### config.mk
export PLATFORM = sky130hd
export DESIGN_NAME = data_cache_flat
export DESIGN_NICKNAME = d
export VERILOG_FILES = /design/src/rtl/data_cache_if.sv /design/src/rtl/data_cache.sv /design/src/flat_wrapper.sv
export SDC_FILE = /design/constraint.sdc
export NUM_CORES = 1
export LEC_CHECK = 0
export CORE_MARGIN = 4
export CORE_UTILIZATION = 60
export CTS_CLUSTER_DIAMETER = 40
export DETAILED_ROUTE_END_ITERATION = 12
export GPL_ROUTABILITY_DRIVEN = 0
export PLACE_DENSITY = 0.9
export REMOVE_ABC_BUFFERS = 1
export SYNTH_ARGS = -nofsm -noshare
export SYNTH_HDL_FRONTEND = slang
export SYNTH_SLANG_ARGS = --single-unit
export TNS_END_PERCENT = 10
### constraint.sdc
create_clock -name clk_100 -period 5.2 [get_ports clk_100]
set_clock_uncertainty 0.1 [all_clocks]
set_input_delay 1.3 -clock clk_100 [delete_from_list [all_inputs] [get_ports clk_100]]
set_output_delay 1.3 -clock clk_100 [all_outputs]
set_load 0.02 [all_outputs]
### src/rtl/data_cache_if.sv
// Processor-side and BRAM port-B signals of the data cache, bundled for port connection.
// The master side drives the request, flush and BRAM read data; the slave side is the cache.
interface data_cache_if #(
  parameter int unsigned DATA_W = 16
);
  logic              cpu_req;
  logic              cpu_we;
  logic [15:0]       cpu_addr;
  logic [DATA_W-1:0] cpu_wdata;
  logic              cpu_ready;
  logic [DATA_W-1:0] cpu_rdata;
  logic              cpu_rvalid;
  logic              flush;
  logic              hit;
  logic              mem_en;
  logic              mem_we;
  logic [15:0]       mem_addr;
  logic [DATA_W-1:0] mem_wdata;
  logic [DATA_W-1:0] mem_rdata;

  modport master (
    output cpu_req, cpu_we, cpu_addr, cpu_wdata, flush, mem_rdata,
    input  cpu_ready, cpu_rdata, cpu_rvalid, hit,
    input  mem_en, mem_we, mem_addr, mem_wdata
  );

  modport slave (
    input  cpu_req, cpu_we, cpu_addr, cpu_wdata, flush, mem_rdata,
    output cpu_ready, cpu_rdata, cpu_rvalid, hit,
    output mem_en, mem_we, mem_addr, mem_wdata
  );
endinterface

### src/rtl/data_cache.sv
// Direct-mapped, write-through, one-word-per-line data cache in front of a
// single-cycle-latency data BRAM; reads allocate on miss, writes never allocate.
module data_cache #(
  parameter int unsigned INDEX_BITS = 4,
  parameter int unsigned DATA_W     = 16
) (
  input  logic        clk_100,
  input  logic        rst_n,
  data_cache_if.slave bus
);

  localparam int unsigned LINES = 1 << INDEX_BITS;
  localparam int unsigned TAG_W = 16 - INDEX_BITS;

  typedef enum logic {IDLE, MISS} state_e;

  state_e state_q, state_d;

  logic [LINES-1:0]      valid_q;
  logic [TAG_W-1:0]      tag_q  [LINES];
  logic [DATA_W-1:0]     data_q [LINES];

  logic [INDEX_BITS-1:0] miss_idx_q;
  logic [TAG_W-1:0]      miss_tag_q;
  logic [DATA_W-1:0]     rdata_q;
  logic                  rvalid_q;
  logic                  hit_q;

  logic [INDEX_BITS-1:0] idx;
  logic [TAG_W-1:0]      tag_f;
  logic                  lookup_hit;
  logic                  ready;
  logic                  accept;
  logic                  mem_en;
  logic                  mem_we;

  assign idx        = bus.cpu_addr[INDEX_BITS-1:0];
  assign tag_f      = bus.cpu_addr[15:INDEX_BITS];
  assign lookup_hit = valid_q[idx] && (tag_q[idx] == tag_f);
  assign accept     = bus.cpu_req && ready;

  // State register
  always_ff @(posedge clk_100 or negedge rst_n) begin
    if (!rst_n) begin
      state_q <= IDLE;
    end else begin
      state_q <= state_d;
    end
  end

  // Next-state logic
  always_comb begin
    state_d = state_q;
    unique case (state_q)
      IDLE: if (accept && !bus.cpu_we && !lookup_hit) state_d = MISS;
      MISS: state_d = IDLE;
      default: state_d = IDLE;
    endcase
  end

  // Output logic: BRAM port is driven straight from the CPU request while idle
  always_comb begin
    ready  = (state_q == IDLE) && !bus.flush;
    mem_en = 1'b0;
    mem_we = 1'b0;
    if (state_q == IDLE && bus.cpu_req && ready) begin
      mem_en = bus.cpu_we || !lookup_hit;
      mem_we = bus.cpu_we;
    end
  end

  assign bus.cpu_ready  = ready;
  assign bus.mem_en     = mem_en;
  assign bus.mem_we     = mem_we;
  assign bus.mem_addr   = bus.cpu_addr;
  assign bus.mem_wdata  = bus.cpu_wdata;
  assign bus.cpu_rdata  = rdata_q;
  assign bus.cpu_rvalid = rvalid_q;
  assign bus.hit        = hit_q;

  // Control state and read response; flush only takes effect once back in IDLE
  always_ff @(posedge clk_100 or negedge rst_n) begin
    if (!rst_n) begin
      valid_q    <= '0;
      miss_idx_q <= '0;
      miss_tag_q <= '0;
      rdata_q    <= '0;
      rvalid_q   <= 1'b0;
      hit_q      <= 1'b0;
    end else begin
      rvalid_q <= 1'b0;
      if (state_q == MISS) begin
        valid_q[miss_idx_q] <= 1'b1;
        rdata_q             <= bus.mem_rdata;
        rvalid_q            <= 1'b1;
      end else if (bus.flush) begin
        valid_q <= '0;
      end else if (accept) begin
        hit_q <= lookup_hit;
        if (!bus.cpu_we) begin
          if (lookup_hit) begin
            rdata_q  <= data_q[idx];
            rvalid_q <= 1'b1;
          end else begin
            miss_idx_q <= idx;
            miss_tag_q <= tag_f;
          end
        end
      end
    end
  end

  // Tag/data arrays carry no reset; a reset during MISS forces IDLE so no fill lands
  always_ff @(posedge clk_100) begin
    if (state_q == MISS) begin
      data_q[miss_idx_q] <= bus.mem_rdata;
      tag_q[miss_idx_q]  <= miss_tag_q;
    end else if (accept && bus.cpu_we && lookup_hit) begin
      data_q[idx] <= bus.cpu_wdata;
    end
  end

endmodule

### src/flat_wrapper.sv
// flat-port wrapper written by rule: the top's interface ports become plain ports
module data_cache_flat 
#(
  parameter int unsigned INDEX_BITS = 4,
  parameter int unsigned DATA_W     = 16
)
  (clk_100, rst_n, bus_cpu_req, bus_cpu_we, bus_cpu_addr, bus_cpu_wdata, bus_flush, bus_mem_rdata, bus_cpu_ready, bus_cpu_rdata, bus_cpu_rvalid, bus_hit, bus_mem_en, bus_mem_we, bus_mem_addr, bus_mem_wdata);
  data_cache_if #(.DATA_W(DATA_W)) bus_i ();
  input  logic clk_100;
  input  logic rst_n;
  input wire logic [$bits(bus_i.cpu_req)-1:0] bus_cpu_req;
  input wire logic [$bits(bus_i.cpu_we)-1:0] bus_cpu_we;
  input wire logic [$bits(bus_i.cpu_addr)-1:0] bus_cpu_addr;
  input wire logic [$bits(bus_i.cpu_wdata)-1:0] bus_cpu_wdata;
  input wire logic [$bits(bus_i.flush)-1:0] bus_flush;
  input wire logic [$bits(bus_i.mem_rdata)-1:0] bus_mem_rdata;
  output wire logic [$bits(bus_i.cpu_ready)-1:0] bus_cpu_ready;
  output wire logic [$bits(bus_i.cpu_rdata)-1:0] bus_cpu_rdata;
  output wire logic [$bits(bus_i.cpu_rvalid)-1:0] bus_cpu_rvalid;
  output wire logic [$bits(bus_i.hit)-1:0] bus_hit;
  output wire logic [$bits(bus_i.mem_en)-1:0] bus_mem_en;
  output wire logic [$bits(bus_i.mem_we)-1:0] bus_mem_we;
  output wire logic [$bits(bus_i.mem_addr)-1:0] bus_mem_addr;
  output wire logic [$bits(bus_i.mem_wdata)-1:0] bus_mem_wdata;
  assign bus_i.cpu_req = bus_cpu_req;
  assign bus_i.cpu_we = bus_cpu_we;
  assign bus_i.cpu_addr = bus_cpu_addr;
  assign bus_i.cpu_wdata = bus_cpu_wdata;
  assign bus_i.flush = bus_flush;
  assign bus_i.mem_rdata = bus_mem_rdata;
  assign bus_cpu_ready = bus_i.cpu_ready;
  assign bus_cpu_rdata = bus_i.cpu_rdata;
  assign bus_cpu_rvalid = bus_i.cpu_rvalid;
  assign bus_hit = bus_i.hit;
  assign bus_mem_en = bus_i.mem_en;
  assign bus_mem_we = bus_i.mem_we;
  assign bus_mem_addr = bus_i.mem_addr;
  assign bus_mem_wdata = bus_i.mem_wdata;
  data_cache #(.INDEX_BITS(INDEX_BITS), .DATA_W(DATA_W)) u_core (.clk_100(clk_100), .rst_n(rst_n), .bus(bus_i));
endmodule
==> impl_metrics.ini <==
[clocking]
clockRootBuffer = clkbuf_16
tritoncts = yes
holdBufCountCts = 0
cts_buffer_depth = 3
clock-sinks = 499
clkTransAtPathRegs_ps = 60
clk_latency_ps = 570
cts_buffers = 52
cts_htree_levels = 2

[global_routing]
antenna_found_initial = 0
grt_usage_pct = 29.7
grt_overflow = 0
grt_start_max_net_pins = 65
grt_pass1_wl_mm = 79.1
grt_pass1_vias = 12100

[worst_hold_path]
min_path_cells = 1
whs_endpoint = u_core.valid_q[6]
min_path_type = register to register
hp-start = u_core.valid_q[6]

[floorplanning]
row_count = 67
core_area_um2 = 33400
pin_count = 106
fp.dieH_um = 192
die_area_um2 = 36900
die_w_um = 192
initial_utilization_pct = 60.7

[routing]
detail_route.iter0.violations = 1717
drc = 0
via_count = 11500
first_pass_iters = 6
wirelength_mm = 53.3
vias_per_cell = 6.80
routedWlPerCell_um = 31.6
ant_nets = 0

[yosys]
yosys-top-cells-count = 448 x edfxtp_1, 118 x mux4_2, 51 x dfrtp_1, 44 x buf_4, 44 x nor2_1
ys_seq_area_share_pct = 72.5
synth_seq_cells = 499
post_synth_num_cell_types = 58
yosys_warnings = 0
ys.flop_type = edfxtp_1
yosysMostFrequentCell = edfxtp_1
syn_area_per_cell_um2 = 20.0
synth_area_um2 = 20300
synth_area_leaders = edfxtp_1 66%, mux4_2 13%, dfrtp_1 6.3%, buf_4 1.6%, mux2i_1 1.4%
yosysTopAreaCell = edfxtp_1
yosys.area.top_type_share_pct = 66.3
syn_inst = 1017
synth_edf_count = 448
async_flop_share_pct = 10.2

[sta]
rsz0062_at_grt = no
setup_tns_ps = 0
final_hold_viol_count = 0
worst_pin_slew_ps = 1050
setup_ws_ps = 146
setup_viol = 0
drv_slew = 0
relSlewSlack_pct = 30.1
min_period_over_period_pct = 97.2
min_period_ps = 5050
fin_hold_ws_ps = 375
fmax_mhz = 198

[worst_setup_path]
critPathArrivalTime_ps = 3650
r2r-start = u_core.tag_q[6][1]
path_class = primary input to output port
r2r_end = u_core.data_q[4][6]
rr_worst_depth = 9
worstSetupStartpointType = primary input
end_kind = output port
worstPathMaxFanout = 7
worstPathRequired_ps = 3800
rrSetupSlack_ps = 1300

[placement]
dp_worst_setup_slack_ps = -433
place_inst = 1586
dp_hpwl_mm = 30.6
port-buffer-count = 105

[power]
peakVddDrop_mv = 0.296
p_leak_uw = 0.00842
power.total_uw = 9130
power_density_nw_per_um2 = 376

[cells_and_area]
multiInputGateArea_um2 = 5010
layout-drive-gt1-share_pct = 29.3
fillers = 1775
syn_to_final_growth_pct = 19.5
num_antenna_cells = 0
seqCellArea_um2 = 14700
instances_no_fill = 1685
finalNetCount = 1246

[run_status]
outcome = finished clean

[flow_run]
maxCapViolations = 0
==> layout by cell type (no fill, tap or decap), types with 4 or more instances in the layout <==
cell type        count
xnor2_1             10
a21o_1              18
mux2_1              16
clkbuf_8             8
nand2_1             16
mux2_2              19
mux2_4               9
nand3b_1             4
and3_1               7
a22oi_1              5
mux4_2             118
a32oi_1             16
inv_6                4
nor2b_1              4
mux2i_1             29
clkinv_1             4
inv_1               21
o31a_1              16
nand3_1              7
dfrtp_1             51
nand2b_1             8
clkbuf_16           57
nor2_1              43
clkbuf_1             7
edfxtp_1           448
clkdlybuf4s50_1     99
o22a_1               4
buf_4               77
clkinv_2            10
a21oi_1              6
a31o_1               7
a31o_2               4
buf_12              25
==> where the power goes <==
group | internal (uW) | switching (uW) | total [uW]
Combinational | 344 | 375 | 720
Sequential | 4550 | 134 | 4690
Clock | 2170 | 1560 | 3730
==> sequential cells by signal, indices dropped and copies added (netlist names) <==
register,count
u_core.data_q,256
u_core.tag_q,192
u_core.bus.cpu_rdata,16
u_core.valid_q,16
u_core.miss_tag_q,12
u_core.miss_idx_q,4
u_core.bus.cpu_rvalid,1
u_core.bus.hit,1
u_core.state_q,1
==> cell families after synthesis <==
family                 synth area share, %
buffers and inverters                 3.07
flip-flops                            72.5
AO/OA/AOI/OAI                         4.01
multiplexers                          17.3
XOR/XNOR                             0.518
AND/OR/NAND/NOR                       2.61
==> metrics by stage <==
step,area (um^2),util [%]
detailed placement,22500,67.2
floorplan,19800,-
global route,24300,72.6
CTS,24300,72.5
finish,24300,72.6
global placement,22500,67.2
==> final cells by class <==
| cell class | instances | share of cell area [%] |
|---|---|---|
| inverter | 21 | 0.325 |
| tap | 448 | 2.31 |
| timing repair buffer | 208 | 8.75 |
| multi-input combinational | 411 | 20.7 |
| clock inverter | 26 | 0.840 |
| sequential | 499 | 60.7 |
| clock buffer | 72 | 6.44 |
==> per-layer routing <==
layer | vias up | GRT usage (%) | part of all wire [%]
met1 | 5824 | 38.6 | 34
met5 | - | 0 | 0
met3 | 192 | 5.96 | 11
met2 | 951 | 50.2 | 51
met4 | 0 | 11.6 | 4.2
li1 | 4485 | - | -
==> critical path, cell delays in order <==
cell and delay (ps):
buf_6 140, mux4_2 530, o21bai_2 180, mux2_2 370, a21oi_1 180, nand2_1 90, nor4_1 290, and3_2 290
a21oi_1 90, clkbuf_2 160
==> worst max-delay path by stage <==
stage | from | slack, ps | endpoint | cells after the start
global placement | bus_cpu_addr[1] | -290 | bus_mem_en | 11
CTS | bus_cpu_addr[0] | 20 | bus_mem_en | 10
global route | bus_cpu_addr[0] | 70 | bus_mem_en | 10
detailed placement | bus_cpu_addr[1] | -430 | bus_mem_en | 11
finish | bus_cpu_addr[0] | 150 | bus_mem_en | 10
floorplan | bus_cpu_addr[1] | -2130 | u_core.data_q[0][0] | 7
==> repair_timing <==
| action | CTS | global route |
|---|---|---|
| setup buffers | 1 | 0 |
| cloned | 0 | 0 |
| hold endpoints to repair | 0 | 0 |
| setup endpoints to repair | 1 | 1 |
| resized for setup | 5 | 4 |
| pin swaps | 2 | 1 |
Note: power is estimated with default switching activity, not from simulation.
